$ cat src/rtl/alu_pkg.sv
// Shared constants and enumerated types for the registered ALU.
// Latency: n/a (types and constants only).
// Backpressure: n/a.
// Contents: WIDTH, SHAMT_W, the 4-bit opcode enum alu_op_e and the shifter mode enum.
package alu_pkg;

  localparam int WIDTH   = 16;
  localparam int SHAMT_W = 4;

  // ctl encoding; all 16 codes are defined, so there is no illegal opcode.
  typedef enum logic [3:0] {
    ALU_ADD   = 4'd0,
    ALU_SUB   = 4'd1,
    ALU_AND   = 4'd2,
    ALU_OR    = 4'd3,
    ALU_XOR   = 4'd4,
    ALU_NOR   = 4'd5,
    ALU_SLL   = 4'd6,
    ALU_SRL   = 4'd7,
    ALU_SRA   = 4'd8,
    ALU_SLT   = 4'd9,
    ALU_SLTU  = 4'd10,
    ALU_PASSA = 4'd11,
    ALU_PASSB = 4'd12,
    ALU_NOT   = 4'd13,
    ALU_INC   = 4'd14,
    ALU_DEC   = 4'd15
  } alu_op_e;

  // Shifter operation; SH_PASS returns the operand unchanged.
  typedef enum logic [1:0] {
    SH_SLL  = 2'd0,
    SH_SRL  = 2'd1,
    SH_SRA  = 2'd2,
    SH_PASS = 2'd3
  } shift_mode_e;

endpackage

$ cat src/rtl/alu_shifter.sv
// Combinational barrel shifter: logical left, logical right, arithmetic right.
// Latency: 0 cycles (purely combinational).
// Backpressure: none.
// Ports: a (operand), shamt (shift amount), mode (shift_mode_e), y (shifted result).
module alu_shifter #(
  parameter int WIDTH   = alu_pkg::WIDTH,
  parameter int SHAMT_W = alu_pkg::SHAMT_W
) (
  input  logic [WIDTH-1:0]        a,
  input  logic [SHAMT_W-1:0]      shamt,
  input  alu_pkg::shift_mode_e    mode,
  output logic [WIDTH-1:0]        y
);
  import alu_pkg::*;

  always_comb begin
    y = a;
    case (mode)
      SH_SLL:  y = a << shamt;
      SH_SRL:  y = a >> shamt;
      // Arithmetic shift needs a signed operand so the MSB is replicated.
      SH_SRA:  y = $unsigned($signed(a) >>> shamt);
      default: y = a;
    endcase
  end

endmodule

$ cat src/rtl/alu.sv
// Registered 16-bit ALU: 16 arithmetic/logic/shift/compare ops with zero and sign flags.
// Latency: 1 cycle; inputs sampled at a rising clk edge appear on y/z/sign right after it.
// Backpressure: none; a new operation is accepted every cycle.
// Ports: clk, rst (async active-high), a, b, ctl (alu_op_e code), y (result), z (y==0), sign (y MSB).
module alu #(
  parameter int WIDTH   = alu_pkg::WIDTH,
  parameter int SHAMT_W = alu_pkg::SHAMT_W
) (
  input  logic             clk,
  input  logic             rst,
  input  logic [WIDTH-1:0] a,
  input  logic [WIDTH-1:0] b,
  input  logic [3:0]       ctl,
  output logic [WIDTH-1:0] y,
  output logic             z,
  output logic             sign
);
  import alu_pkg::*;

  localparam logic [WIDTH-1:0] ONE = {{(WIDTH-1){1'b0}}, 1'b1};

  alu_op_e          op;
  shift_mode_e      sh_mode;
  logic [WIDTH-1:0] sh_y;
  logic [WIDTH-1:0] res;

  assign op = alu_op_e'(ctl);

  always_comb begin
    sh_mode = SH_PASS;
    case (op)
      ALU_SLL: sh_mode = SH_SLL;
      ALU_SRL: sh_mode = SH_SRL;
      ALU_SRA: sh_mode = SH_SRA;
      default: sh_mode = SH_PASS;
    endcase
  end

  // Only the low SHAMT_W bits of b form the shift amount; the rest are ignored.
  alu_shifter #(
    .WIDTH   (WIDTH),
    .SHAMT_W (SHAMT_W)
  ) u_shifter (
    .a     (a),
    .shamt (b[SHAMT_W-1:0]),
    .mode  (sh_mode),
    .y     (sh_y)
  );

  always_comb begin
    res = '0;
    case (op)
      ALU_ADD:   res = a + b;
      ALU_SUB:   res = a - b;
      ALU_AND:   res = a & b;
      ALU_OR:    res = a | b;
      ALU_XOR:   res = a ^ b;
      ALU_NOR:   res = ~(a | b);
      ALU_SLL:   res = sh_y;
      ALU_SRL:   res = sh_y;
      ALU_SRA:   res = sh_y;
      ALU_SLT:   res = ($signed(a) < $signed(b)) ? ONE : '0;
      ALU_SLTU:  res = (a < b) ? ONE : '0;
      ALU_PASSA: res = a;
      ALU_PASSB: res = b;
      ALU_NOT:   res = ~a;
      ALU_INC:   res = a + ONE;
      ALU_DEC:   res = a - ONE;
    endcase
  end

  // Flags come from the same next-state value as y so all three stay consistent.
  always_ff @(posedge clk or posedge rst) begin
    if (rst) begin
      y    <= '0;
      z    <= 1'b1;
      sign <= 1'b0;
    end else begin
      y    <= res;
      z    <= (res == '0);
      sign <= res[WIDTH-1];
    end
  end

endmodule

$ cat config.mk
export PLATFORM = sky130hd
export DESIGN_NAME = alu
export DESIGN_NICKNAME = d
export VERILOG_FILES = /design/src/rtl/alu_pkg.sv /design/src/rtl/alu_shifter.sv /design/src/rtl/alu.sv
export SDC_FILE = /design/constraint.sdc
export NUM_CORES = 1
export LEC_CHECK = 0
export CAP_MARGIN = 10
export CORE_UTILIZATION = 55
export DETAILED_ROUTE_END_ITERATION = 10
export PLACE_DENSITY = 0.92
export SYNTH_ARGS = -nofsm -noshare
export SYNTH_HDL_FRONTEND = slang
export SYNTH_SLANG_ARGS = --single-unit
$ cat constraint.sdc
create_clock -name clk -period 0.8 [get_ports clk]
set_clock_uncertainty 0.2 [all_clocks]
set_input_delay 0.08 -clock clk [delete_from_list [all_inputs] [get_ports clk]]
set_output_delay 0.08 -clock clk [all_outputs]
set_load 0.02 [all_outputs]
==> impl_metrics.tcl, run 1 <==
set metrics [dict create \
    dp_hpwl_um 24100 \
    grtUsageTotal_pct 82.3 \
    ctsHoldBuffers 0 \
    dpl.cell_count 1219 \
    stop_stage "5_1_grt" \
    root_buffer "clkbuf_8" \
    netlist_area_sq_um 5830 \
    grt-ovfl-total 163 \
    die_h_um 105 \
    rows 37 \
    ys_seq_elements 17 \
    gp_congestion 1.18 \
    pin_count 56 \
    start_util_pct 56.7 \
    clock_sinks 17 \
    status "stopped before the end" \
    io_buffers 55 \
    grt_pass1_wl_um 68800 \
    cts_buffer_depth 2 \
    tool.error "[ERROR GRT-0116] Global routing finished with congestion. Check the congestion regions in the DRC Viewer." \
    synth_edf_count 0 \
    htreeDepth 1 \
    grt_pass1_vias 11062 \
    syn_area_per_cell_sq_um 7.45 \
    yosysSeqAreaShare_pct 7.32 \
    synth-async-reset-ratio_pct 100 \
    synth-main-ff-cell "dfrtp_1" \
    ys_types 78 \
    grt_max_degree 40 \
    synthCells 782 \
    syn_nets 887 \
    cts_buffers 3 \
    die_x_um 105 \
    yosys_warnings 0 \
]
-- cell usage after synthesis, types with 4 or more instances --
library cell / n / area [sq um]
nor2_1: 71 / 267
ha_1: 65 / 813
nand2_1: 58 / 218
o21ai_0: 58 / 290
a21oi_1: 56 / 280
inv_1: 51 / 191
xnor2_1: 29 / 254
mux2i_1: 27 / 270
buf_2: 24 / 120
mux4_2: 23 / 518
nor3_1: 23 / 115
clkbuf_1: 22 / 82.6
dfrtp_1: 16 / 400
nand3_1: 16 / 80.1
nand2b_1: 15 / 93.8
a31oi_1: 13 / 81.3
o22ai_1: 13 / 81.3
o211ai_1: 10 / 75.1
a211oi_1: 9 / 67.6
a22oi_1: 9 / 67.6
nor2b_1: 9 / 56.3
o31ai_1: 8 / 60.1
a21o_1: 7 / 52.6
or3_1: 7 / 43.8
xor2_1: 7 / 61.3
nand4_1: 6 / 37.5
a221oi_1: 5 / 43.8
a32oi_1: 5 / 43.8
and3_1: 5 / 31.3
buf_1: 5 / 18.8
mux2_2: 5 / 56.3
nor4_1: 5 / 31.3
o32ai_1: 5 / 43.8
a222oi_1: 4 / 40.0
a32o_1: 4 / 40.0
buf_4: 4 / 30.0
nand3b_1: 4 / 30.0
-- metal layers --
layer,global-route usage (%),GRT overflow
met1,83.6,4
met2,98.2,92
met3,64.8,5
met4,87.7,62
met5,13.3,0
-- cells by family after synthesis --
group	synth area share [%]
AOI/OAI and AO/OA	29.7
muxes	14.5
buffers and inverters	8.05
DFF	7.32
xor gates and xnor gates	5.41
adders and majority gates	14.6
and+or+nand+nor	20.4
-- repair_timing --
item / in CTS
setup buffers: 30
gates resized for setup: 277
endpoints found under the setup margin: 35
pin swaps: 62
-- per-stage QoR --
| stage | hold slack (ns) | utilization [%] | setup TNS (ns) | setup slack, ns | area, sq um |
|---|---|---|---|---|---|
| 3_3_place_gp | 0.276 | 84.1 | -49.19 | -3.11 | 8640 |
| 3_5_place_dp | 0.287 | 84.1 | -53.37 | -3.43 | 8640 |
| 2_1_floorplan | -0.195 | - | -36.10 | -3.10 | 6040 |
| 4_1_cts | 0.0148 | 90.6 | -36.82 | -2.58 | 9310 |
==> inputs of run 2 (changes only) <==
--- a/config.mk
+++ b/config.mk
@@ -6,9 +6,9 @@
 export NUM_CORES = 1
 export LEC_CHECK = 0
 export CAP_MARGIN = 10
-export CORE_UTILIZATION = 55
+export CORE_UTILIZATION = 40
 export DETAILED_ROUTE_END_ITERATION = 10
-export PLACE_DENSITY = 0.92
+export PLACE_DENSITY_LB_ADDON = 0.15
 export SYNTH_ARGS = -nofsm -noshare
 export SYNTH_HDL_FRONTEND = slang
 export SYNTH_SLANG_ARGS = --single-unit
==> constraint.sdc (replaced) <==
create_clock -name clk -period 1.05 [get_ports clk]
set_clock_uncertainty 0.2 [all_clocks]
set_input_delay 0.105 -clock clk [delete_from_list [all_inputs] [get_ports clk]]
set_output_delay 0.105 -clock clk [all_outputs]
set_load 0.02 [all_outputs]
==> run 2 against run 1 <==
The flow now finishes, with violations (setup timing). Synthesized area did not move. Synthesized cell count did not move.
==> impl_metrics.tcl, run 2 <==
set metrics [dict create \
    final_cell_mix "buf_4 (307), buf_6 (68), nor2_1 (60), nand2_1 (51), ha_1 (51)" \
    fin_nets 1255 \
    register_area_sq_um 427 \
    detail-route-antenna-nets 0 \
    regMostFlops "y" \
    first_pass_iters 5 \
    p_seq_share_pct 10.7 \
    setup_tns_ns -29.90 \
    final_hold_viol_count 0 \
    synth_top_cell_area_share_pct 14.0 \
    cp_max_fo 4 \
    synth.largest_area_cell "ha_1" \
    highest_layer "met5" \
    min_period_ns 3.49 \
    final_common_cell "buf_4" \
    power.density_nw_per_um2 727 \
    fin_crit_sh_pct 332 \
    crit_path_start "b[1]" \
    dp_hpwl_um 23600 \
    clock_sinks 17 \
    clockPowerShare_pct 9.8 \
    area_growth_syn_to_layout_pct 79.0 \
    die_x_um 123 \
    netlist_area_sq_um 5830 \
    dr_wl_met3_um 2990 \
    rsz0062_at_grt "yes" \
    largest_reg_flops 15 \
    cap_viol_max_count 0 \
    finalPower_w 0.00758 \
    ir_drop_uv 468 \
    crit_required_ns 1.02 \
    slew_viol_final 0 \
    status "finished with violations" \
    yosys_warnings 0 \
    hold_ws_ns 0.00140 \
    core_sq_um 14000 \
    syn_area_per_cell_sq_um 7.45 \
    p_sw_share_pct 43.5 \
    final_cells 1329 \
    wirelength_um 31300 \
    antenna_cells 0 \
    cts_buffer_depth 2 \
    pin_count 56 \
    start_util_pct 41.5 \
    multi_input_area_sq_um 5860 \
    synth-async-reset-ratio_pct 100 \
    crit_arrival_ns 3.46 \
    grtUsageTotal_pct 40.0 \
    gp_congestion 1.05 \
    p_leak_nw 4.72 \
    antenna_found_initial 1 \
    synth.top_cells.by_count "nor2_1 (71), ha_1 (65), nand2_1 (58), o21ai_0 (58), a21oi_1 (56)" \
    grt-ovfl-total 0 \
    yosysSeqAreaShare_pct 7.32 \
    synth_edf_count 0 \
    first_iter_violations 885 \
    vias_per_cell 6.27 \
    fin_ws_ns -2.44 \
    io_buffers 55 \
    cts_buffers 3 \
    worst-setup-path-type "input pin to register" \
    ys_seq_elements 17 \
    clkTransAtPathRegs_ns 0.05 \
    worst_setup_path_start_kind "input pin" \
    min_path_type "input pin to asynchronous set/reset pin" \
    synth.most_common_cell "nor2_1" \
    tightest_slew_ns 0.620 \
    met1Wirelength_um 12100 \
    setup_viol 22 \
    htreeDepth 1 \
    cts_tree "built" \
    crit_path_end_kind "register" \
    worstSetupEndpoint "z$_DFF_PP1_" \
    violations "setup timing" \
    dpl.cell_count 1264 \
    drcViolationCount 0 \
    wl_met2_um 14400 \
    rows 43 \
    syn_nets 887 \
    power_switching_w 0.00330 \
    grt_max_degree 42 \
    reg.largest.list "y (15), sign (1), z (1)" \
    vias 8329 \
    combPwrFrac_pct 79.5 \
    post-place-ws_ns -3.14 \
    synth.area.top_cells "ha_1 (14%), mux4_2 (8.9%), dfrtp_1 (6.9%)" \
    root_buffer "clkbuf_16" \
    grt_pass1_vias 7747 \
    max_clock_freq_mhz 287 \
    p_int_w 0.00428 \
    slew_headroom_pct 58.6 \
    drive_gt1_share_pct 49.4 \
    dieArea_sq_um 15100 \
    wl_per_cell_um 23.5 \
    grt_pass1_wl_um 44500 \
    synthCells 782 \
    ys_types 78 \
    synth-main-ff-cell "dfrtp_1" \
    die_h_um 123 \
    fill_cells 1060 \
]
==> run 2: cell counts after synthesis <==
Identical to the previous run, type by type.
==> run 2: how the worst min path moves through the flow <==
| stage | slack [ns] | cells past startpoint | to |
|---|---|---|---|
| 6_report | 0.001 | 3 | y[5]$_DFF_PP0_ |
| 5_1_grt | 0.02 | 3 | y[3]$_DFF_PP0_ |
| 4_1_cts | 0.003 | 3 | y[6]$_DFF_PP0_ |
| 3_5_place_dp | 0.25 | 3 | y[5]$_DFF_PP0_ |
| 3_3_place_gp | 0.23 | 3 | y[5]$_DFF_PP0_ |
| 2_1_floorplan | -0.17 | 1 | sign$_DFF_PP0_ |
==> run 2: logic make-up (layout without fill, tap and decap cells) <==
logic type                 count (synthesis)  in the layout  share of synthesized area [%]
AOI/OAI and AO/OA                        257            257                           29.7
and+or+nand+nor                          241            241                           20.4
buffers and inverters                    109            476                           8.05
adders and majority gates                 67             67                           14.6
muxes                                     55             55                           14.5
xor gates and xnor gates                  36             36                           5.41
DFF                                       17             17                           7.32
==> run 2: what timing repair did <==
item,4_1_cts,5_1_grt
cloned,0,1
hold endpoints to repair,0,0
buffers inserted,32,43
pin swaps,83,72
gates resized for setup,314,118
endpoints found under the setup margin,35,35
hold buffers,0,0
==> run 2: worst max-delay path: stages <==
cell	delay (ns)
buf_12	0.11
buf_6	0.11
nor4_4	0.31
nand2_1	0.11
xnor2_1	0.19
o21ai_1	0.09
ha_1	0.34
and3_4	0.17
buf_6	0.11
a221oi_4	0.29
buf_4	0.16
o21ai_2	0.05
xnor2_1	0.18
a32oi_1	0.10
or4_1	0.42
or4_4	0.44
nor3_2	0.16
==> run 2: routing by layer <==
| layer | vias up | GRT usage (%) |
|---|---|---|
| met1 | 3979 | 50.9 |
| met3 | 113 | 5.90 |
| met4 | 2 | 21.6 |
| met2 | 535 | 64.8 |
| li1 | 3700 | - |
| met5 | - | 0 |
==> run 2: cell type report <==
cell class	instances	area share [%]
Timing Repair Buffer	420	34.9
Multi-Input combinational cell	656	56.2
Inverter	52	1.91
Sequential cell	17	4.09
Clock buffer	4	0.756
Tap cell	180	2.16
==> run 2: power groups by stage <==
stage,Combinational [W],Clock (W),Sequential [W]
floorplan,0.00226,0,0.000939
global placement,0.00473,0,0.000797
detailed placement,0.00480,0,0.000799
CTS,0.00536,0.000748,0.000799
global route,0.00631,0.000780,0.000820
finish,0.00602,0.000744,0.000812
==> run 2: per-stage QoR <==
step	utilization (%)	instance area [sq um]
floorplan	-	6040
global placement	62.2	8740
detailed placement	62.2	8740
CTS	68.9	9670
global route	74.3	10400
finish	74.3	10400
Note: power is estimated with default switching activity, not from simulation.
==> inputs of run 3 (changes only) <==
--- a/config.mk
+++ b/config.mk
@@ -9,6 +9,7 @@
 export CORE_UTILIZATION = 40
 export DETAILED_ROUTE_END_ITERATION = 10
 export PLACE_DENSITY_LB_ADDON = 0.15
+export SKIP_CTS_REPAIR_TIMING = 1
 export SYNTH_ARGS = -nofsm -noshare
 export SYNTH_HDL_FRONTEND = slang
 export SYNTH_SLANG_ARGS = --single-unit
==> run 3 against run 2 <==
The flow finishes with violations (hold timing, setup timing). Combinational power down 9.3%. Setup slack worse by 0.049 ns. Core utilization down 6.5 points. Sequential power about the same. Largest cell class unchanged. Count of clock-buffer cells in the layout unchanged. Critical path type unchanged.
==> impl_metrics.tcl, run 3 (synthesis results as in run 2) <==
set metrics [dict create \
    dp_hpwl_um 23600 \
    p_leak_nw 4.44 \
    slew_headroom_pct 53.3 \
    root_buffer "clkbuf_16" \
    tightest_slew_ns 0.699 \
    die_h_um 123 \
    cts_buffer_depth 2 \
    grt_pass1_vias 7448 \
    violations "hold timing, setup timing" \
    cap_viol_max_count 0 \
    crit_path_start "b[2]" \
    largest_reg_flops 15 \
    detail-route-antenna-nets 0 \
    first_pass_iters 5 \
    hold_ws_ns -0.00585 \
    pin_count 56 \
    fin_ws_ns -2.49 \
    status "finished with violations" \
    min_period_ns 3.54 \
    core_sq_um 14000 \
    cts_buffers 3 \
    grt-ovfl-total 0 \
    fin_crit_sh_pct 337 \
    antenna_found_initial 1 \
    drive_gt1_share_pct 42.5 \
    rsz0062_at_grt "yes" \
    final_hold_viol_count 16 \
    io_buffers 55 \
    reg.largest.list "y (15), sign (1), z (1)" \
    worst_setup_path_start_kind "input pin" \
    vias_per_cell 6.19 \
    gp_congestion 1.05 \
    die_x_um 123 \
    rows 43 \
    power.density_nw_per_um2 736 \
    worst-setup-path-type "input pin to register" \
    min_path_type "input pin to asynchronous set/reset pin" \
    dieArea_sq_um 15100 \
    max_clock_freq_mhz 283 \
    regMostFlops "y" \
    grt_max_degree 42 \
    final_common_cell "buf_4" \
    crit_path_end_kind "register" \
    crit_arrival_ns 3.51 \
    post-place-ws_ns -3.14 \
    htreeDepth 1 \
    fin_nets 1209 \
    grt_pass1_wl_um 42500 \
    first_iter_violations 818 \
    finalPower_w 0.00701 \
    ir_drop_uv 465 \
    slew_viol_final 0 \
    clkTransAtPathRegs_ns 0.05 \
    clock_sinks 17 \
    start_util_pct 41.5 \
    drcViolationCount 0 \
    cts_tree "built" \
    final_cell_mix "buf_4 (299), nor2_1 (66), ha_1 (58), nand2_1 (52), a21oi_1 (47)" \
    worstSetupEndpoint "z$_DFF_PP1_" \
    wl_per_cell_um 23.2 \
    crit_required_ns 1.02 \
    cp_max_fo 4 \
    wirelength_um 29700 \
    vias 7944 \
    setup_viol 22 \
    area_growth_syn_to_layout_pct 63.4 \
    grtUsageTotal_pct 38.1 \
    antenna_cells 0 \
]
## run 3: changes by cell type in the layout (fill, tap and decap cells not counted), moves of 5 or more
cell             delta
a21oi_1             +6
a21oi_2             -5
buf_12              -6
buf_4               -8
clkdlybuf4s50_1     +7
dlymetal6s2s_1     +12
o21ai_0             +7
nor2_1              +6
ha_4                -5
ha_1                +7
dlygate4sd2_1       -9
buf_6              -36
## run 3: layout make-up
class                           instances  area, sq um
Clock buffer                            4         78.8
Fill cell                            1195         4520
Inverter                               52          198
Multi-Input combinational cell        656         5500
Sequential cell                        17          427
Tap cell                              180          225
Timing Repair Buffer                  374         3090
## run 3: worst min-delay path by stage
| stage | endpoint | slack [ns] | from | cells after the start |
|---|---|---|---|---|
| 4_1_cts | y[6]$_DFF_PP0_ | 0.003 | rst | 3 |
| 6_report | y[5]$_DFF_PP0_ | -0.006 | rst | 3 |
| 3_5_place_dp | y[5]$_DFF_PP0_ | 0.25 | rst | 3 |
| 3_3_place_gp | y[5]$_DFF_PP0_ | 0.23 | rst | 3 |
| 5_1_grt | y[3]$_DFF_PP0_ | 0.02 | rst | 3 |
| 2_1_floorplan | sign$_DFF_PP0_ | -0.17 | rst | 1 |
## run 3: report_power, final
| group | internal [W] | leakage (nW) | switching, W |
|---|---|---|---|
| Sequential | 0.000762 | 0.205 | 0.0000479 |
| Clock | 0.000514 | 0.0382 | 0.000226 |
| Combinational | 0.00266 | 4.19 | 0.00280 |
| Total | 0.00394 | 4.44 | 0.00307 |
## run 3: metrics by stage
step,instance area (sq um),utilization (%),cells,TNS (ns)
6_report,9520,67.8,1283,-30.36
2_1_floorplan,6040,-,782,-32.18
4_1_cts,8820,62.8,1268,-44.23
3_5_place_dp,8740,62.2,1264,-43.62
5_1_grt,9520,67.8,1283,-31.68
3_3_place_gp,8740,62.2,1264,-42.94
## run 3: layer usage
| metal | global-route usage, % | vias to the layer above | routed length [um] |
|---|---|---|---|
| li1 | - | 3595 | - |
| met1 | 49.6 | 3743 | 11800 |
| met2 | 60.8 | 493 | 13600 |
| met3 | 5.48 | 111 | 2720 |
| met4 | 19.7 | 2 | 1630 |
| met5 | 0 | - | 12 |
## run 3: critical path, cell delays in order
cell and delay, ns:
buf_8 0.10, buf_6 0.12, nor4_4 0.34, nand2_1 0.11
xnor2_1 0.14, o21ai_1 0.08, ha_1 0.32, and3_4 0.18
a221oi_4 0.30, buf_6 0.15, o21ai_4 0.07, o41ai_4 0.40
o21bai_1 0.15, xor2_1 0.20, o32a_1 0.19, or3_4 0.37
nor3_2 0.15
==> inputs of run 4 (changes only) <==
--- a/config.mk
+++ b/config.mk
@@ -13,3 +13,4 @@
 export SYNTH_ARGS = -nofsm -noshare
 export SYNTH_HDL_FRONTEND = slang
 export SYNTH_SLANG_ARGS = --single-unit
+export TNS_END_PERCENT = 10
==> constraint.sdc (replaced) <==
create_clock -name clk -period 4.5 [get_ports clk]
set_clock_uncertainty 0.2 [all_clocks]
set_input_delay 0.45 -clock clk [delete_from_list [all_inputs] [get_ports clk]]
set_output_delay 0.45 -clock clk [all_outputs]
set_load 0.02 [all_outputs]
==> run 4 against run 3 <==
Combinational power fell by 82%. Sequential power shrank 77%. Die area stayed put. Critical path depth fell by 2. Setup slack improved by 2.6 ns. Core utilization decreased by 14 points. Critical path type unchanged. Critical endpoint unchanged. Sequential cell count did not move. Via count decreased by 8.9%. Clock power shrank 75%. The run now ends clean. Cell count shrank 14%. Final area down 21%. Non-clock buffer count down 186.
==> impl_metrics.tcl, run 4 (synthesis results as in run 2) <==
set metrics [dict create \
    post-place-ws_ns -0.374 \
    final_cell_mix "buf_4 (130), nor2_1 (71), ha_1 (65), nand2_1 (57), a21oi_1 (56)" \
    first_pass_iters 5 \
    fin_nets 1023 \
    drcViolationCount 0 \
    vias 7236 \
    worst-setup-path-type "input pin to register" \
    antenna_found_initial 0 \
    ir_drop_uv 126 \
    slew_headroom_pct 44.5 \
    tightest_slew_ns 0.821 \
    antenna_cells 0 \
    detail-route-antenna-nets 0 \
    final_common_cell "buf_4" \
    area_growth_syn_to_layout_pct 29.0 \
    dieArea_sq_um 15100 \
    setup_viol 0 \
    critPathMaxStageDelay_ns 0.43 \
    cts_buffers 3 \
    crit_required_ns 4.48 \
    cts_buffer_depth 2 \
    regMostFlops "y" \
    first_iter_violations 946 \
    wirelength_um 27500 \
    max_clock_freq_mhz 229 \
    cp_max_fo 6 \
    final_hold_viol_count 0 \
    reg.largest.list "y (15), sign (1), z (1)" \
    crit_chain "clkdlybuf4s50_1 -> nor4_1 -> nand3_1 -> buf_4 -> nor3_1 -> xnor2_1 -> o21ai_0 -> ha_1 -> mux2_2 -> a222oi_1 -> nand4_1 -> nor4b_1 -> nand3_1 -> nand4b_1 -> nor3_2" \
    path_common_cell "nand3_1" \
    grt_pass1_wl_um 41400 \
    dp_hpwl_um 22100 \
    htreeDepth 1 \
    crit_arrival_ns 4.35 \
    largest_reg_flops 15 \
    critical-path-slowest-cell "clkdlybuf4s50_1" \
    setup_tns_ns 0 \
    pin_count 56 \
    p_leak_nw 3.25 \
    cts_tree "built" \
    start_util_pct 41.5 \
    grtUsageTotal_pct 37.1 \
    cap_viol_max_count 0 \
    clock_sinks 17 \
    wl_per_cell_um 25.1 \
    grt_pass1_vias 6696 \
    fin_crit_sh_pct 97.2 \
    rsz0062_at_grt "no" \
    cpLargestDelayFamily "simple AND/OR/NAND/NOR gates" \
    power.density_nw_per_um2 182 \
    rows 43 \
    drive_gt1_share_pct 20.3 \
    min_path_type "input pin to asynchronous set/reset pin" \
    min_period_ns 4.37 \
    vias_per_cell 6.60 \
    io_buffers 55 \
    worst-path-buf-inv 2 \
    clkTransAtPathRegs_ns 0.05 \
    slew_viol_final 0 \
    die_h_um 123 \
    grt_max_degree 62 \
    core_sq_um 14000 \
    crit_path_end_kind "register" \
    die_x_um 123 \
    cp.depth 15 \
    worst_setup_path_start_kind "input pin" \
    grt-ovfl-total 0 \
    fin_ws_ns 0.127 \
    hold_ws_ns 0.394 \
    gp_congestion 1.05 \
    status "finished clean" \
    root_buffer "clkbuf_16" \
]
-- run 4: changes by cell type in the layout (fill, tap and decap cells not counted), moves of 11 or more --
| cell | before | now |
|---|---|---|
| buf_4 | 299 | 130 |
| buf_6 | 32 | 0 |
| clkdlybuf4s50_1 | 13 | 47 |
| dlymetal6s2s_1 | 17 | 4 |
| o21ai_0 | 42 | 53 |
-- run 4: metal layers --
metal | wire length, um | part of all wire [%] | GRT usage (%)
met5 | 0 | 0 | 0
met4 | 894 | 3.3 | 12.3
met3 | 2350 | 8.5 | 3.02
met2 | 12400 | 45 | 59.0
met1 | 11900 | 43 | 52.6
-- run 4: layout make-up --
cell class,instances,area (sq um)
Fill cell,1364,6530
Inverter,52,195
Clock inverter,1,5.00
Tap cell,180,225
Timing Repair Buffer,188,1580
Clock buffer,3,75.1
Multi-Input combinational cell,656,5010
Sequential cell,17,427
-- run 4: final timing paths --
path	end	slack (ns)	start
worst max-delay path	z$_DFF_PP1_	0.13	b[4]
min in group clk	y[0]$_DFF_PP0_	0.77	ctl[2]
worst min-delay path	y[11]$_DFF_PP0_	0.39	rst
max in group asynchronous	y[12]$_DFF_PP0_	3.28	rst
-- run 4: per-stage QoR --
| stage | power (W) | std cells | cell area, sq um | util, % |
|---|---|---|---|---|
| floorplan | 0.000721 | 782 | 5870 | - |
| global placement | 0.00113 | 1092 | 7370 | 52.5 |
| detailed placement | 0.00114 | 1092 | 7370 | 52.5 |
| CTS | 0.00132 | 1096 | 7450 | 53.0 |
| global route | 0.00144 | 1097 | 7520 | 53.5 |
| finish | 0.00137 | 1097 | 7520 | 53.5 |
-- run 4: where the power goes --
part,internal (W),switching [W]
Sequential,0.000177,0.00000583
Combinational,0.000438,0.000564
Clock,0.000119,0.0000636
